## src/rtl/seven_segment_display_scanner_pkg.sv

```systemverilog
// rtl/seven_segment_display_scanner_pkg.sv - scan states and active-high hex glyphs {g,f,e,d,c,b,a}
package seven_segment_pkg;

   typedef enum logic {
      BLANK = 1'b0,
      SHOW  = 1'b1
   } state_t;

   localparam logic [6:0] GLYPH_0 = 7'h3F;
   localparam logic [6:0] GLYPH_1 = 7'h06;
   localparam logic [6:0] GLYPH_2 = 7'h5B;
   localparam logic [6:0] GLYPH_3 = 7'h4F;
   localparam logic [6:0] GLYPH_4 = 7'h66;
   localparam logic [6:0] GLYPH_5 = 7'h6D;
   localparam logic [6:0] GLYPH_6 = 7'h7D;
   localparam logic [6:0] GLYPH_7 = 7'h07;
   localparam logic [6:0] GLYPH_8 = 7'h7F;
   localparam logic [6:0] GLYPH_9 = 7'h6F;
   localparam logic [6:0] GLYPH_A = 7'h77;
   localparam logic [6:0] GLYPH_B = 7'h7C;
   localparam logic [6:0] GLYPH_C = 7'h39;
   localparam logic [6:0] GLYPH_D = 7'h5E;
   localparam logic [6:0] GLYPH_E = 7'h79;
   localparam logic [6:0] GLYPH_F = 7'h71;

   function automatic logic [6:0] hex_to_seg(input logic [3:0] nib);
      logic [6:0] g;
      case (nib)
         4'h0: g = GLYPH_0;
         4'h1: g = GLYPH_1;
         4'h2: g = GLYPH_2;
         4'h3: g = GLYPH_3;
         4'h4: g = GLYPH_4;
         4'h5: g = GLYPH_5;
         4'h6: g = GLYPH_6;
         4'h7: g = GLYPH_7;
         4'h8: g = GLYPH_8;
         4'h9: g = GLYPH_9;
         4'hA: g = GLYPH_A;
         4'hB: g = GLYPH_B;
         4'hC: g = GLYPH_C;
         4'hD: g = GLYPH_D;
         4'hE: g = GLYPH_E;
         default: g = GLYPH_F;
      endcase
      return g;
   endfunction

endpackage

```

## src/rtl/seven_segment_display_scanner_if.sv

```systemverilog
// rtl/seven_segment_display_scanner_if.sv - datapath-to-scanner bundle: digit data in, display pins out
interface seven_segment_display_scanner_if #(
   parameter int NUM_DIGITS = 2
);
   localparam int IW = $clog2(NUM_DIGITS);

   logic [4*NUM_DIGITS-1:0] digits;
   logic [NUM_DIGITS-1:0]   digit_en;
   logic                    load;
   logic [NUM_DIGITS-1:0]   anode;
   logic [6:0]              seg;
   logic [IW-1:0]           digit_idx;
   logic                    frame_done;

   modport master (
      output digits, digit_en, load,
      input  anode, seg, digit_idx, frame_done
   );

   modport slave (
      input  digits, digit_en, load,
      output anode, seg, digit_idx, frame_done
   );
endinterface

```

## src/rtl/seven_segment_display_scanner_decoder.sv

```systemverilog
// rtl/seven_segment_display_scanner_decoder.sv - combinational hex nibble to active-high glyph
module seven_segment_decoder
   import seven_segment_pkg::*;
(
   input  logic [3:0] nibble,
   output logic [6:0] glyph
);
   assign glyph = hex_to_seg(nibble);
endmodule

```

## src/rtl/seven_segment_display_scanner.sv

```systemverilog
// rtl/seven_segment_display_scanner.sv - N-digit multiplexed scanner with blanking and frame-synchronous data
module seven_segment_display_scanner
   import seven_segment_pkg::*;
#(
   parameter int NUM_DIGITS       = 2,
   parameter int DWELL_CYCLES     = 240000,
   parameter int BLANK_CYCLES     = 2400,
   parameter bit ANODE_ACTIVE_LOW = 1'b1,
   parameter bit SEG_ACTIVE_LOW   = 1'b1
) (
   input logic clk,
   input logic reset,
   seven_segment_display_scanner_if.slave bus
);
   localparam int IW   = $clog2(NUM_DIGITS);
   localparam int MAXC = (DWELL_CYCLES > BLANK_CYCLES) ? DWELL_CYCLES : BLANK_CYCLES;
   localparam int CW   = $clog2(MAXC + 1);
   localparam logic [CW-1:0] DWELL_LAST = CW'(DWELL_CYCLES - 1);
   localparam logic [CW-1:0] BLANK_LAST = CW'((BLANK_CYCLES > 0) ? BLANK_CYCLES - 1 : 0);
   localparam logic [IW-1:0] LAST_IDX   = IW'(NUM_DIGITS - 1);
   localparam logic [NUM_DIGITS-1:0] ANODE_OFF = {NUM_DIGITS{ANODE_ACTIVE_LOW}};
   localparam logic [6:0]            SEG_OFF   = {7{SEG_ACTIVE_LOW}};

   state_t                  state, nstate;
   logic [CW-1:0]           cnt, ncnt;
   logic [IW-1:0]           idx, nidx;
   logic                    fresh, boundary;
   logic [4*NUM_DIGITS-1:0] sh_digits, act_digits, nact_digits;
   logic [NUM_DIGITS-1:0]   sh_en, act_en, nact_en;
   logic [NUM_DIGITS-1:0]   onehot, anode_r;
   logic [3:0]              nib;
   logic [6:0]              glyph, seg_r;
   logic                    lit, fd_r;

   // Outputs are registered from the next-state view so pins and FSM state change on the same edge.
   always_comb begin
      nstate   = state;
      ncnt     = cnt + 1'b1;
      nidx     = idx;
      boundary = fresh;
      case (state)
         BLANK: begin
            if (BLANK_CYCLES == 0 || cnt == BLANK_LAST) begin
               nstate = SHOW;
               ncnt   = '0;
            end
         end
         SHOW: begin
            if (cnt == DWELL_LAST) begin
               ncnt   = '0;
               nstate = (BLANK_CYCLES == 0) ? SHOW : BLANK;
               if (idx == LAST_IDX) begin
                  nidx     = '0;
                  boundary = 1'b1;
               end else begin
                  nidx = idx + 1'b1;
               end
            end
         end
         default: ;
      endcase

      // A load coinciding with the frame boundary bypasses the shadow and lands in this frame.
      nact_digits = act_digits;
      nact_en     = act_en;
      if (boundary) begin
         nact_digits = bus.load ? bus.digits   : sh_digits;
         nact_en     = bus.load ? bus.digit_en : sh_en;
      end

      nib    = nact_digits[{nidx, 2'b00} +: 4];
      lit    = (nstate == SHOW) && nact_en[nidx];
      onehot = NUM_DIGITS'(1) << nidx;
   end

   seven_segment_decoder u_dec (
      .nibble (nib),
      .glyph  (glyph)
   );

   always_ff @(posedge clk or posedge reset) begin
      if (reset) begin
         state      <= BLANK;
         cnt        <= '0;
         idx        <= '0;
         fresh      <= 1'b1;
         sh_digits  <= '0;
         sh_en      <= '0;
         act_digits <= '0;
         act_en     <= '0;
         anode_r    <= ANODE_OFF;
         seg_r      <= SEG_OFF;
         fd_r       <= 1'b0;
      end else begin
         state      <= nstate;
         cnt        <= ncnt;
         idx        <= nidx;
         fresh      <= 1'b0;
         act_digits <= nact_digits;
         act_en     <= nact_en;
         if (bus.load) begin
            sh_digits <= bus.digits;
            sh_en     <= bus.digit_en;
         end
         anode_r <= lit ? (ANODE_ACTIVE_LOW ? ~onehot : onehot) : ANODE_OFF;
         seg_r   <= lit ? (SEG_ACTIVE_LOW ? ~glyph : glyph) : SEG_OFF;
         fd_r    <= (nstate == SHOW) && (nidx == LAST_IDX) && (ncnt == DWELL_LAST);
      end
   end

   assign bus.anode      = anode_r;
   assign bus.seg        = seg_r;
   assign bus.digit_idx  = idx;
   assign bus.frame_done = fd_r;
endmodule

```

## src/flat_wrapper.sv

```systemverilog
// flat-port wrapper written by rule: the top's interface ports become plain ports
module seven_segment_display_scanner_flat import seven_segment_pkg::*;
#(
   parameter int NUM_DIGITS       = 2,
   parameter int DWELL_CYCLES     = 240000,
   parameter int BLANK_CYCLES     = 2400,
   parameter bit ANODE_ACTIVE_LOW = 1'b1,
   parameter bit SEG_ACTIVE_LOW   = 1'b1
)
  (clk, reset, bus_digits, bus_digit_en, bus_load, bus_anode, bus_seg, bus_digit_idx, bus_frame_done);
  seven_segment_display_scanner_if #(.NUM_DIGITS(NUM_DIGITS)) bus_i ();
  input logic clk;
  input logic reset;
  input wire logic [$bits(bus_i.digits)-1:0] bus_digits;
  input wire logic [$bits(bus_i.digit_en)-1:0] bus_digit_en;
  input wire logic [$bits(bus_i.load)-1:0] bus_load;
  output wire logic [$bits(bus_i.anode)-1:0] bus_anode;
  output wire logic [$bits(bus_i.seg)-1:0] bus_seg;
  output wire logic [$bits(bus_i.digit_idx)-1:0] bus_digit_idx;
  output wire logic [$bits(bus_i.frame_done)-1:0] bus_frame_done;
  assign bus_i.digits = bus_digits;
  assign bus_i.digit_en = bus_digit_en;
  assign bus_i.load = bus_load;
  assign bus_anode = bus_i.anode;
  assign bus_seg = bus_i.seg;
  assign bus_digit_idx = bus_i.digit_idx;
  assign bus_frame_done = bus_i.frame_done;
  seven_segment_display_scanner #(.NUM_DIGITS(NUM_DIGITS), .DWELL_CYCLES(DWELL_CYCLES), .BLANK_CYCLES(BLANK_CYCLES), .ANODE_ACTIVE_LOW(ANODE_ACTIVE_LOW), .SEG_ACTIVE_LOW(SEG_ACTIVE_LOW)) u_core (.clk(clk), .reset(reset), .bus(bus_i));
endmodule
```

## config.mk

```make
export PLATFORM = sky130hd
export DESIGN_NAME = seven_segment_display_scanner_flat
export DESIGN_NICKNAME = d
export VERILOG_FILES = /design/src/rtl/seven_segment_display_scanner_pkg.sv /design/src/rtl/seven_segment_display_scanner_if.sv /design/src/rtl/seven_segment_display_scanner_decoder.sv /design/src/rtl/seven_segment_display_scanner.sv /design/src/flat_wrapper.sv
export SDC_FILE = /design/constraint.sdc
export NUM_CORES = 1
export LEC_CHECK = 0
export ABC_AREA = 1
export CAP_MARGIN = 0
export CORE_ASPECT_RATIO = 1.1
export CORE_MARGIN = 2
export CORE_UTILIZATION = 58
export DETAILED_ROUTE_END_ITERATION = 12
export GPL_ROUTABILITY_DRIVEN = 0
export PLACE_DENSITY = 0.8
export SLEW_MARGIN = 20
export SYNTH_ARGS = -nofsm -noshare
export SYNTH_HDL_FRONTEND = slang
export SYNTH_HIERARCHICAL = 1
export SYNTH_SLANG_ARGS = --single-unit
```

## constraint.sdc

```tcl
create_clock -name clk -period 3 [get_ports clk]
set_input_delay 0.3 -clock clk [delete_from_list [all_inputs] [get_ports clk]]
set_output_delay 0.3 -clock clk [all_outputs]
set_load 0.1 [all_outputs]
```

[Word level (Yosys, flattened, before mapping)]
Memories as Yosys holds them, arrays and structs flattened.
Cells that the tools add are included.
Operators by class
  add/subtract/negate cells: 2
  order comparisons: 1
  eq/ne operators: 3
  shift operators: 2
  multiplexer cells: 20
  bitwise gates (word level): 3
  reduce and logical (&&, ||, !) cells: 3
Operator list (count)
  18-bit == test, second input constant: 2
  18-bit 2-to-1 mux: 2
  18-bit one-hot mux with 2 select lines: 1
  18-bit by 1-bit adder with 18-bit output, second input constant: 1
  18-bit by 12-bit == test with 1-bit output, second input constant: 1
  8-bit 2-to-1 mux: 2
  1-bit 2-to-1 mux: 10
  8-bit by 4-bit indexed part select with 4-bit output: 1
  7-bit 2-to-1 mux: 1
  7-bit inverter: 1
  2-bit 2-to-1 mux: 3
  1-bit logical AND: 3
  1-bit by 2-bit less-than comparator with 1-bit output, second input constant: 1
  2-bit inverter: 1
  1-bit one-hot mux with 2 select lines: 1
  1-bit by 1-bit << shifter with 2-bit output, first input constant: 1
  1-bit adder, second input constant: 1
  1-bit inverter: 1
Word-level totals
  register bits after elaboration: 51
  bits in read-only memories: 112
  output and inout port bits: 11
  logic and storage cells: 46
  memories kept: 1
Memory list
  (name not given): depth 16, bits a word 7, read ports 1, clocked after memory_dff 0, wr ports 0, line seven_segment_display_scanner_pkg.sv:28  | case (nib)

[Longest topological paths before layout]
  depth after elaboration: 8
  depth in mapped cells: 20
  depth with buffers taken out: 19

[Modules after synthesis]
Netlist, hierarchy kept.
Modules (own cells, without submodules)
  seven_segment_display_scanner: instances 1, cells an instance 307, area an instance 2582.5 sq um, sequential area each 1288.7 sq um
  seven_segment_decoder: instances 1, cells an instance 52, area an instance 270.3 sq um, sequential area each 0.0 sq um

[Worst setup path after synthesis]
Ideal clock, no wire load.
  path kind: reg2reg
  from: reg u_core.idx (netlist: u_core/bus.digit_idx)
  to: reg u_core.seg_r[3] (netlist: u_core/bus.seg[3])
  data arrival time: 2594 ps
  path slack: 328 ps
  cell stages (with the launch flop): 15
  buffers on the path: 1
  period minus slack after synthesis: 2672 ps
  path through: dfrtp_1 > nand2_1 > inv_1 > nand4_4 > nand2_4 > buf_6 > o21ai_0 > o21ai_1 > inv_1 > ha_1 > nand2_1 > o21ai_0 > nand2_1 > nand2_1 > nand2_2
Between the ends
  word-level cells in the longest chain between the ends: 8
  elaborated cells on any way between the ends: 16
Ends and longest elaborated chain
  from (decl): line seven_segment_display_scanner.sv:26  | logic [IW-1:0] idx, nidx;
  from (signal assigned): line seven_segment_display_scanner.sv:97  | idx <= nidx;
  1-bit adder or 1-bit 2-to-1 mux (tied branches): line seven_segment_display_scanner.sv:56, seven_segment_display_scanner.sv:52
  1-bit 2-to-1 mux (on tied branches): line seven_segment_display_scanner.sv:52, seven_segment_display_scanner.sv:49
  1-bit 2-to-1 mux (on tied branches): line seven_segment_display_scanner.sv:49, seven_segment_display_scanner.sv:41
  1-bit 2-to-1 mux or 8-bit 2-to-1 mux (tied branches): line seven_segment_display_scanner.sv:41, seven_segment_display_scanner.sv:66
  8-bit by 4-bit indexed part select with 4-bit output *: line seven_segment_display_scanner.sv:71  | nib = nact_digits[{nidx, 2'b00} +: 4];
  net u_core.nib[1]: line seven_segment_display_scanner.sv:31  | logic [3:0] nib;
  memory read 16 x 7 bit *
  net u_core.glyph[3]: line seven_segment_display_scanner.sv:32  | logic [6:0] glyph, seg_r;
  7-bit inverter *: line seven_segment_display_scanner.sv:106  | seg_r <= lit ? (SEG_ACTIVE_LOW ? ~glyph : glyph) : SEG_OFF;
  7-bit 2-to-1 mux *: line seven_segment_display_scanner.sv:106
  to (signal assigned): line seven_segment_display_scanner.sv:106
  to (decl): line seven_segment_display_scanner.sv:32
The timed path passes the listed nets; every way through them passes the cells marked *. The select of a mux whose other input is x is not followed.

[Final worst setup path]
  from: reg u_core.cnt[0]
  to: reg u_core.seg_r[3] (netlist: u_core/bus.seg[3])
Between the ends
  word-level cells in the longest chain between the ends: 8
  elaborated cells on any way between the ends: 18
Ends and longest elaborated chain
  from (decl): line seven_segment_display_scanner.sv:25  | logic [CW-1:0] cnt, ncnt;
  from (signal assigned): line seven_segment_display_scanner.sv:96  | cnt <= ncnt;
  18-bit == test *: line seven_segment_display_scanner.sv:49  | if (cnt == DWELL_LAST) begin
  1-bit 2-to-1 mux: line seven_segment_display_scanner.sv:49
  1-bit 2-to-1 mux: line seven_segment_display_scanner.sv:41  | case (state)
  8-bit 2-to-1 mux: line seven_segment_display_scanner.sv:66  | if (boundary) begin
  8-bit by 4-bit indexed part select with 4-bit output *: line seven_segment_display_scanner.sv:71
  net u_core.nib[0]: line seven_segment_display_scanner.sv:31
  memory read 16 x 7 bit *
  net u_core.glyph[3]: line seven_segment_display_scanner.sv:32
  7-bit inverter *: line seven_segment_display_scanner.sv:106
  7-bit 2-to-1 mux *: line seven_segment_display_scanner.sv:106
Marked as above.

==> flow_summary.toml <==
[global_routing]
grt_antenna_before_repair = 0
first_global_vias = 2403
grt_pass1_wl_um = 10070
grt_max_degree = 25
use_met1_pct = 25.79
busiest_layer = "met2"
grt_overflow = 0
grt_use_met2_pct = 41.40
met3_usage_pct = 3.896
grt.total_usage_pct = 22.99

[synth]
synthesis.nets = 380
yosysTopAreaCell = "dfrtp_1"
synthFlopType = "dfrtp_1"
ys_ff_latch = 51
synth_area_leaders = "dfrtp_1 (36%), nand2_1 (13%), dfstp_2 (9.2%)"
ys_warn_count = 6
synth_edf_count = 0
async_reset_ff_share_pct = 100.0
synth_area_mm2 = 0.002853
syn_inst = 359
netlist.area_leader.share_pct = 35.96
synth.distinct_cells = 27
avgSynthCellArea_um2 = 7.946
synth.yosys.seq_area_share_pct = 45.18

[clocking]
post_cts.repair.setup_buffers = 0
clk_path_buf_depth = 2
cts-root-buf = "clkbuf_8"
cts_buffers = 5
clock-sinks = 51
ctsHoldBuffers = 0
cts_tree = "done"
clk_latency_ps = 310
clk_pin_slew_worst_paths_ps = 100
ctsResizeCount = 0
htreeDepth = 2

[finish]
mostFrequentLayoutCell = "nand2_1"
drive_above_1_share_pct = 20.31
final_net_count = 409
layout.cells.non_filler = 445
layout_common_cells = "nand2_1 (102), inv_1 (58), dfrtp_1 (41), nor2_1 (32), nand3_1 (26)"
n_antenna_cell = 0
area_growth_pct = 13.46

[power_and_ir_drop]
p_per_area_mw_per_mm2 = 419.3
leakagePower_nw = 1.628
ir_drop_mv = 0.3318

[placed_design]
hpwlAfterDp_um = 4330
port_buffers = 23
place_inst = 437

[drt]
routed_wl_um = 5555
vias = 2290
route.detailed.drc = 0
post_drt_via_cell_ratio = 5.146
first_pass_iters = 4
dr.first_iter.drc_count = 74
ant_nets = 0
wl_per_cell_um = 12.48

[critical_path]
worstSetupStartpointType = "flip-flop"
required_ps = 3240
crit_buf_inv = 2
critPathMaxStageDelay_ps = 400
crit_top_cell = "nand2_1"
cpMaxStageDelayCell = "dfrtp_1"
cp-end-kind = "flip-flop"
cp.arrival_ps = 2940
crit_type = "flip-flop to flip-flop"
worst-path-max-fanout = 14
cp_top_family = "simple AND/OR/NAND/NOR gates"
path_cells = "ha_1 -> nand2_2 -> inv_1 -> nand2_1 -> nor2_2 -> nand4_4 -> nand2_4 -> o21ai_0 -> o21ai_2 -> inv_1 -> ha_1 -> nand2_1 -> o21ai_0 -> nand2_1 -> nand2_1 -> nand2_2"

[timing]
min_period_ps = 2698
worst_pin_slew_ps = 959.9
setup_viol = 0
clock_skew_ps = 14.50
hold_viol_final = 0
max_freq_ghz = 0.3706
post-route-period-util_pct = 89.94
slew_violations = 0
finalSetupTns_ps = 0
slew_headroom_pct = 35.81
grt_setup_unrepaired = "false"

[floorplanning]
fp.dieArea_mm2 = 0.005496
rows = 26
start_util_pct = 60.90
die_x_um = 70.87
core-area_mm2 = 0.004684
dieHeight_um = 77.56
io_pins = 24

[worst_hold_path]
hp-class = "primary input to asynchronous set/reset pin"

[job]
max-cap-violations = 0

[status]
status = "finished clean"
==> area by class of cell <==
type	count	area, um2
multi-input combinational	242	1305
inverter	62	232.7
fill	425	1448
timing repair buffer	26	227.7
clock buffer	5	68.82
tap	56	70.07
clock inverter	3	43.79
sequential	51	1289
==> layer usage <==
layer | wire [um] | share of wire [%]
met3 | 141 | 2.5
met4 | 175 | 3.2
met2 | 3040 | 55
met5 | 0 | 0
met1 | 2198 | 40
==> kinds of logic after synthesis <==
logic type / Yosys count / synth area share (%)
and+or+nand+nor: 203 / 34.21
buffers and inverters: 66 / 9.342
DFF: 51 / 45.18
AOI/OAI and AO/OA: 18 / 3.158
adders and majority gates: 8 / 3.509
xor gates and xnor gates: 6 / 2.105
muxes: 6 / 2.368
other: 1 / 0.1315
==> where the power goes <==
part	leakage [nW]	internal [W]	switching (W)	total, W
Clock	0.0581	0.000248	0.000221	0.000470
Combinational	0.954	0.0000598	0.000103	0.000163
Sequential	0.615	0.000717	0.00000735	0.000724
Total	1.63	0.00102	0.000332	0.00136
==> registers in the layout, summed over array words and instances, names as in the netlist <==
signal	flops
u_core/cnt	18
u_core/act_digits	8
u_core/sh_digits	8
u_core/bus.seg	7
u_core/act_en	2
u_core/bus.anode	2
u_core/sh_en	2
u_core/bus.digit_idx	1
u_core/bus.frame_done	1
u_core/fresh	1
u_core/state	1
==> cells in the mapped netlist (8+ instances only) <==
master   instances
ha_1             8
o21ai_0          9
o21ai_1          8
nand2_1        102
dfstp_2         10
nand4_1          8
nand3_1         26
inv_1           59
dfrtp_1         41
nand2_2         17
nor2_1          32
==> worst reg2reg max path: stages, from the launching register on <==
cell	delay, ps
dfrtp_1	400
ha_1	200
nand2_2	110
inv_1	70
nand2_1	80
nor2_2	190
nand4_4	160
nand2_4	180
o21ai_0	170
o21ai_2	240
inv_1	140
ha_1	320
nand2_1	80
o21ai_0	90
nand2_1	80
nand2_1	70
nand2_2	60
==> metrics by stage <==
stage / utilization, % / hold WS [ps] / setup slack, ps / power [W] / instance area [um2]
final: 69.10 / 324.0 / 301.8 / 0.001357 / 3237
after global routing: 69.10 / 369.2 / 68.74 / 0.001431 / 3237
after CTS: 68.94 / 330.2 / 239.0 / 0.001374 / 3229
after detailed placement: 66.53 / 484.6 / 251.2 / 0.0008998 / 3117
after global placement: 66.53 / 466.0 / 399.6 / 0.0008934 / 3117
after floorplan: - / 447.4 / 328.3 / 0.0008534 / 2853
==> path summary, 6_finish.rpt <==
check	startpoint	to	slack [ps]	cells after the start
min in group clk	u_core/cnt[0]$_DFF_PP0_	u_core/cnt[0]$_DFF_PP0_	500	1
min	reset	u_core/cnt[4]$_DFF_PP0_	320	2
max reg2reg	u_core/cnt[0]$_DFF_PP0_	u_core/bus.seg[3]$_DFF_PP1_	300	16
max in group asynchronous	reset	u_core/bus.seg[5]$_DFF_PP1_	1990	3
min reg2reg	u_core/cnt[0]$_DFF_PP0_	u_core/cnt[0]$_DFF_PP0_	500	1
max	u_core/cnt[0]$_DFF_PP0_	u_core/bus.seg[3]$_DFF_PP1_	300	16
No activity file was read; power rests on OpenSTA's default activity.
